$ cat src/rtl/kmeans_pkg.sv
// Shared constants, state encoding and channel slicing helpers for the K-means datapath.
package kmeans_pkg;

  localparam int unsigned ACC_W  = 24;
  localparam int unsigned CNT_W  = 12;
  localparam int unsigned CH_W   = 8;
  localparam int unsigned NUM_CH = 3;
  localparam int unsigned PIX_W  = NUM_CH * CH_W;
  localparam int unsigned SUM_W  = NUM_CH * ACC_W;
  localparam int unsigned REM_W  = CNT_W + 1;
  localparam int unsigned ITER_W = 5;

  localparam logic [ITER_W-1:0] LAST_ITER = ITER_W'(ACC_W - 1);

  typedef enum logic [1:0] {
    IDLE = 2'd0,
    DIV  = 2'd1,
    FIN  = 2'd2
  } state_t;

  // Channel 0 is red and sits in the most significant slice.
  function automatic int unsigned pix_lsb(input int unsigned ch);
    return (NUM_CH - 1 - ch) * CH_W;
  endfunction

  function automatic int unsigned sum_lsb(input int unsigned ch);
    return (NUM_CH - 1 - ch) * ACC_W;
  endfunction

  // Clamp a full-width quotient to one mean channel.
  function automatic logic [CH_W-1:0] saturate(input logic [ACC_W-1:0] q);
    return (|q[ACC_W-1:CH_W]) ? {CH_W{1'b1}} : q[CH_W-1:0];
  endfunction

endpackage

$ cat src/rtl/channel_divider.sv
// Restoring divider: one quotient bit per step, MSB first, dividend shifted out of the quotient register.
module channel_divider
  import kmeans_pkg::*;
(
  input  logic             clk,
  input  logic             reset,
  input  logic             load,
  input  logic             step,
  input  logic [ACC_W-1:0] dividend,
  input  logic [CNT_W-1:0] divisor,
  output logic [ACC_W-1:0] quotient,
  output logic [REM_W-1:0] remainder
);

  logic [CNT_W-1:0] dvs_q;
  logic [REM_W-1:0] shifted_c;
  logic [REM_W-1:0] diff_c;
  logic             ge_c;

  // Trial subtraction of the divisor from the shifted partial remainder.
  always_comb begin
    shifted_c = {remainder[REM_W-2:0], quotient[ACC_W-1]};
    ge_c      = (shifted_c >= {1'b0, dvs_q});
    diff_c    = shifted_c - {1'b0, dvs_q};
  end

  // Load operands or advance one restoring step.
  always_ff @(posedge clk or posedge reset) begin
    if (reset) begin
      quotient  <= '0;
      remainder <= '0;
      dvs_q     <= '0;
    end else if (load) begin
      quotient  <= dividend;
      remainder <= '0;
      dvs_q     <= divisor;
    end else if (step) begin
      quotient  <= {quotient[ACC_W-2:0], ge_c};
      remainder <= ge_c ? diff_c : shifted_c;
    end
  end

endmodule

$ cat src/rtl/mean_update.sv
// Computes one cluster's new RGB mean from channel sums and pixel count, and flags movement.
module mean_update
  import kmeans_pkg::*;
(
  input  logic             clk,
  input  logic             reset,
  input  logic             start,
  input  logic [SUM_W-1:0] accumulator,
  input  logic [CNT_W-1:0] counter,
  input  logic [PIX_W-1:0] old_mean,
  output logic             busy,
  output logic             done,
  output logic [PIX_W-1:0] new_mean,
  output logic             changed
);

  state_t state, state_next;

  logic [CNT_W-1:0]  cnt_q;
  logic [PIX_W-1:0]  old_q;
  logic [ITER_W-1:0] iter;

  logic load_c;
  logic step_c;
  logic fin_c;

  logic [ACC_W-1:0] quo        [NUM_CH];
  logic [REM_W-1:0] rem_unused [NUM_CH];
  logic [PIX_W-1:0] mean_c;
  logic [PIX_W-1:0] result_c;

  // Three parallel channel dividers sharing load/step and the count as divisor.
  for (genvar ch = 0; ch < NUM_CH; ch++) begin : g_ch
    channel_divider u_div (
      .clk       (clk),
      .reset     (reset),
      .load      (load_c),
      .step      (step_c),
      .dividend  (accumulator[sum_lsb(ch) +: ACC_W]),
      .divisor   (counter),
      .quotient  (quo[ch]),
      .remainder (rem_unused[ch])
    );
    assign mean_c[pix_lsb(ch) +: CH_W] = saturate(quo[ch]);
  end

  // An empty cluster keeps its old mean instead of dividing by zero.
  assign result_c = (cnt_q == '0) ? old_q : mean_c;

  // State register.
  always_ff @(posedge clk or posedge reset) begin
    if (reset) state <= IDLE;
    else       state <= state_next;
  end

  // Next-state logic.
  always_comb begin
    state_next = state;
    case (state)
      IDLE:    if (start) state_next = (counter == '0) ? FIN : DIV;
      DIV:     if (iter == LAST_ITER) state_next = FIN;
      FIN:     state_next = IDLE;
      default: state_next = IDLE;
    endcase
  end

  // Control decode per state.
  always_comb begin
    load_c = 1'b0;
    step_c = 1'b0;
    fin_c  = 1'b0;
    case (state)
      IDLE:    load_c = start;
      DIV:     step_c = 1'b1;
      FIN:     fin_c  = 1'b1;
      default: ;
    endcase
  end

  // Operand latches, iteration counter and registered outputs.
  always_ff @(posedge clk or posedge reset) begin
    if (reset) begin
      cnt_q    <= '0;
      old_q    <= '0;
      iter     <= '0;
      busy     <= 1'b0;
      done     <= 1'b0;
      new_mean <= '0;
      changed  <= 1'b0;
    end else begin
      busy <= (state_next != IDLE);
      done <= fin_c;
      if (load_c) begin
        cnt_q <= counter;
        old_q <= old_mean;
        iter  <= '0;
      end else if (step_c) begin
        iter <= iter + ITER_W'(1);
      end
      if (fin_c) begin
        new_mean <= result_c;
        changed  <= (result_c != old_q);
      end
    end
  end

endmodule
$ cat config.mk
export PLATFORM = sky130hd
export DESIGN_NAME = mean_update
export DESIGN_NICKNAME = d
export VERILOG_FILES = /design/src/rtl/kmeans_pkg.sv /design/src/rtl/channel_divider.sv /design/src/rtl/mean_update.sv
export SDC_FILE = /design/constraint.sdc
export NUM_CORES = 1
export LEC_CHECK = 0
export ABC_CLOCK_PERIOD_IN_PS = 13800
export BUFFER_PORTS_ARGS = -buffer_cell sky130_fd_sc_hd__buf_2
export CORE_ASPECT_RATIO = 1.25
export CORE_MARGIN = 5
export CORE_UTILIZATION = 30
export DETAILED_ROUTE_END_ITERATION = 16
export PLACE_DENSITY = 0.45
export SKIP_CTS_REPAIR_TIMING = 1
export SYNTH_ARGS = -nofsm -noshare
export SYNTH_HDL_FRONTEND = slang
export SYNTH_SLANG_ARGS = --single-unit
$ cat constraint.sdc
create_clock -name clk -period 13.8 [get_ports clk]
set_clock_uncertainty 0.2 [all_clocks]
set_input_delay 1.38 -clock clk [delete_from_list [all_inputs] [get_ports clk]]
set_output_delay 1.38 -clock clk [all_outputs]
set_load 0.005 [all_outputs]
[Yosys cells after proc, flatten, opt, wreduce, memory -nomap -nowiden]
Index checks and enable logic that the tools add are counted.
Cells by class
  order comparisons: 3
  reduce and logical (&&, ||, !) cells: 8
  mux-type cells: 28
  add/sub/neg operators: 4
  equal/unequal tests: 4
Operators with widths (count)
  $mux 24: 7
  $mux 12: 9
  $reduce_or 16->1: 3
  $ge 13x12->1: 3
  $sub 12x12->12: 3
  $logic_not 12->1: 2
  $mux 8: 3
  $ne 24x24->1: 1
  $mux 5: 2
  $mux 2: 3
  $add 5x1->5 const B: 1
  $eq 5x5->1 const B: 1
  $pmux 2 s2: 1
  $reduce_bool 2->1: 2
  $mux 1: 3
  $eq 2x1->1 const B: 1
  $eq 2x2->1 const B: 1
  $logic_not 2->1: 1
Storage, ports and cells
  bits in registers: 178
  input port bits: 111

[Depth between registers and ports, before layout]
  word-level depth: 5
  gate-level depth with buffers: 13

[By module]
Synthesis repeated with hierarchy kept, for this count alone.
Second synthesis, totals
  cell total of the unflattened synthesis: 1369
  area, all modules: 12234.2 um^2
By module, submodules not included
  channel_divider at g_ch[0].u_div ...: area an instance 2976.6 um^2, cells each 323, times used 2, sequential area each 1226.2 um^2
  mean_update: area an instance 3364.5 um^2, cells each 409, times used 1, sequential area each 1751.7 um^2
  channel_divider at g_ch[2].u_div: area an instance 2916.5 um^2, cells each 314, times used 1, sequential area each 1226.2 um^2

[Worst setup path before layout]
OpenSTA, ideal clock, no wires.
  kind: reg2reg
  start point: register, netlist name g_ch[1].u_div.dvs_q[1]
  end point: register g_ch[0].u_div.remainder[9]
  slack: 10.817 ns
  data arrival time: 2.705 ns
  stages on the path, launching flop included: 12
  setup time: 0.077 ns
  path buffers: 1
  cells stage by stage: dfrtp_1 > inv_1 > ha_1 > nor2b_1 > o2111ai_1 > a41o_1 > a21oi_2 > nor3_1 > or3_1 > buf_2 > or4_1 > a21oi_1
RTL lines
  to (signal assigned): line channel_divider.sv:39  | remainder <= ge_c ? diff_c : shifted_c;
  to (decl): line channel_divider.sv:12  | output logic [REM_W-1:0] remainder

==> flow_metrics.tcl <==
set metrics [dict create \
    outcome "completed" \
    rsz0062_at_grt "no" \
    power.density_nw_per_um2 280.9 \
    hold_viol 0 \
    placementRows 73 \
    crit_path_cell_trace "inv_1, ha_1, nor2b_1, o2111ai_1, a41o_1, a21oi_2, nor3_1, or3_1, or4_1, a21oi_1" \
    holdCritStartpoint "new_mean[0]" \
    drtIter0Drc 541 \
    tightestPinTransition_ns 1.082 \
    ant_nets 0 \
    max_stage_delay_ns 0.67 \
    cts_buffers 17 \
    period_needed_ns 3.525 \
    p_sw_share_pct 43.82 \
    relSlewSlack_pct 27.84 \
    avgRoutedWirePerCell_um 18.61 \
    p_comb_share_pct 51.4 \
    drc_errors 0 \
    fin_cells 1637 \
    max_cap_violations 0 \
    start_util_pct 30.33 \
    clkTransAtPathRegs_ns 0.07 \
    max-vdd-ir-drop_mv 0.1536 \
    grt_use_total_pct 17.00 \
    final-max-slew-violation-count 0 \
    final_core_util_pct 35.51 \
    yosys_warnings 0 \
    p_int_uw 1776 \
    synth_edf_count 0 \
    viasPerCell 5.128 \
    async_flop_share_pct 100.0 \
    crit_start "g_ch[1].u_div.dvs_q[1]" \
    worstPathMaxFanout 14 \
    synth_nets 1261 \
    synth_area_per_cell_um2 8.659 \
    grt_max_degree 110 \
    cts_root_buf "clkbuf_16" \
    pin_count 138 \
    place.gp.congestion 0.8000 \
    dpl.hpwl_mm 21.09 \
    min_path_type "flop to flop" \
    clkLatencyLatePin_ns 0.44 \
    fp.dieW_um 170.1 \
    synthFlopType "dfrtp_1" \
    setup_tns_ns 0 \
    r2r_start "g_ch[1].u_div.dvs_q[1]" \
    core_area_um2 31690 \
    slowest_stage "or3_1" \
    pwr-share-seq_pct 32.9 \
    grt_pass1_wl_mm 48.00 \
    overflow 0 \
    syn_area_um2 9612 \
    dp_cells 1604 \
    crit_path_start_kind "flop" \
    crit_family "simple AND/OR/NAND/NOR gates" \
    cp_num_buf_inv 1 \
    syn_to_final_growth_pct 17.10 \
    final_area_um2 11260 \
    yosysUniqueCellTypes 60 \
    nNetsFinal 1362 \
    vias 8394 \
    h-tree-depth 4 \
    first_pass_iters 7 \
    setup_viol 0 \
    dieArea_um2 35740 \
    cp_data_arrival_time_ns 3.69 \
    cp.required_ns 13.96 \
    power.share.clock_pct 15.8 \
    ys_seq_area_share_pct 46.34 \
    fin_crit_sh_pct 25.55 \
    grt_pass1_vias 8648 \
    synth_cells 1110 \
    cts_tree "yes" \
    io_buffers 137 \
    drt_wl_total_mm 30.46 \
    cts.path.max_buffers 2 \
    yosys_register_bits 178 \
    endpoint_kind "flop" \
    drive_above_1_share_pct 15.44 \
    power.switching_uw 1385 \
    postPlaceCellArea_um2 10670 \
    p_leak_uw 0.005107 \
    worstSetupPathType "flop to flop" \
    fmax_ghz 0.2837 \
    antenna_found_initial 1 \
    cts_sinks 178 \
    die_y_um 210.1 \
]
[metrics by stage]
stage / setup slack, ns / power [uW] / hold WS [ns]
floorplan: 7.390 / 2237 / 0.2497
global placement: 10.33 / 2671 / 0.2578
detailed placement: 10.29 / 2689 / 0.2643
CTS: 10.25 / 3203 / 0.2813
global route: 9.945 / 3463 / 0.2864
finish: 10.27 / 3162 / 0.2767
[final timing paths]
check / to / slack, ns / depth (start not counted)
setup reg to reg: g_ch[0].u_div.remainder[9] / 10.27 / 10
max in group asynchronous: g_ch[1].u_div.remainder[5] / 10.99 / 3
hold / removal: new_mean[0] / 0.28 / 2
setup / recovery: g_ch[0].u_div.remainder[9] / 10.27 / 10
hold reg to reg: new_mean[0] / 0.28 / 2
min in group asynchronous: new_mean[0] / 0.83 / 2
[cell usage in the layout (no fill, tap or decap), types with 5 or more instances in the layout]
master / count
nor2_1: 85
nor4_1: 23
a31oi_1: 21
nand2_1: 251
a22oi_1: 53
o22ai_1: 22
clkbuf_16: 17
o21ai_0: 101
ha_1: 37
nand3_1: 22
nand2b_1: 6
inv_1: 44
a21o_1: 18
buf_4: 6
buf_2: 137
xor2_1: 16
xnor2_1: 11
nand4_1: 10
nor2b_1: 7
a211oi_1: 14
dfrtp_1: 178
mux2i_1: 20
a21oi_1: 30
nor3_1: 11
or3_1: 5
[metal layers]
layer | up-vias | share of wire, % | global-route usage [%]
met2 | 159 | 50 | 29.34
met3 | 38 | 3.3 | 2.532
met4 | 0 | 2.6 | 5.978
met5 | - | 0 | 0
met1 | 4083 | 44 | 21.66
li1 | 4114 | - | -
[cell type report]
class                      count  area (um^2)
antenna                        1        2.502
clock buffer                  21        460.4
clock inverter                11        127.6
fill                        3282        20440
inverter                      46        180.2
multi-input combinational    825         4785
sequential                   178         4454
tap                          412        515.5
timing repair buffer         143        730.7
[worst min-delay path: stages (launching register included)]
cell	delay, ns
dfrtp_1	0.34
nand2_1	0.04
o21ai_0	0.06
[Yosys cell counts (all sizes together) (8+ instances only)]
master / instances / area share, %
nand2b: 8 / 0.52
ha: 37 / 4.8
o21ai: 101 / 5.3
clkbuf: 53 / 2.1
buf: 8 / 0.40
nor2: 86 / 3.4
nor2b: 8 / 0.52
dfrtp: 178 / 46
nand2: 253 / 9.9
a211oi: 14 / 1.1
mux2i: 20 / 2.1
nand4: 10 / 0.65
a31oi: 22 / 1.6
xor2: 16 / 1.5
o22ai: 22 / 1.4
nand3: 23 / 1.2
xnor2: 11 / 1.0
inv: 45 / 1.8
a22oi: 53 / 4.1
a21o: 18 / 1.4
nor4: 23 / 1.5
a21oi: 31 / 1.7
nor3: 11 / 0.57
[sequential cells by signal (all words and copies together), names as in the netlist]
signal	count
changed	1
iter	5
state	2
old_q	24
done	1
new_mean	24
g_ch.u_div.remainder	36
g_ch.u_div.quotient	72
busy	1
g_ch.u_div.dvs_q	12
[kinds of logic (layout without fill, tap and decap cells)]
group / after synthesis / count (layout) / synth area share, %
xor gates and xnor gates: 27 / 27 / 2.460
adders and majority gates: 40 / 40 / 5.441
and+or+nand+nor: 440 / 440 / 19.51
DFF: 178 / 178 / 46.34
muxes: 22 / 22 / 2.317
other: 0 / 1 / 0
buffers and inverters: 107 / 221 / 4.270
AOI/OAI and AO/OA: 296 / 296 / 19.66
[power groups by stage]
stage | logic, uW | clock network [uW] | registers [uW]
floorplan | 1270 | 0 | 968
global placement | 1620 | 0 | 1050
detailed placement | 1640 | 0 | 1050
CTS | 1650 | 514 | 1040
global route | 1850 | 533 | 1080
finish | 1620 | 499 | 1040
Power figures use the tool's default switching activity.
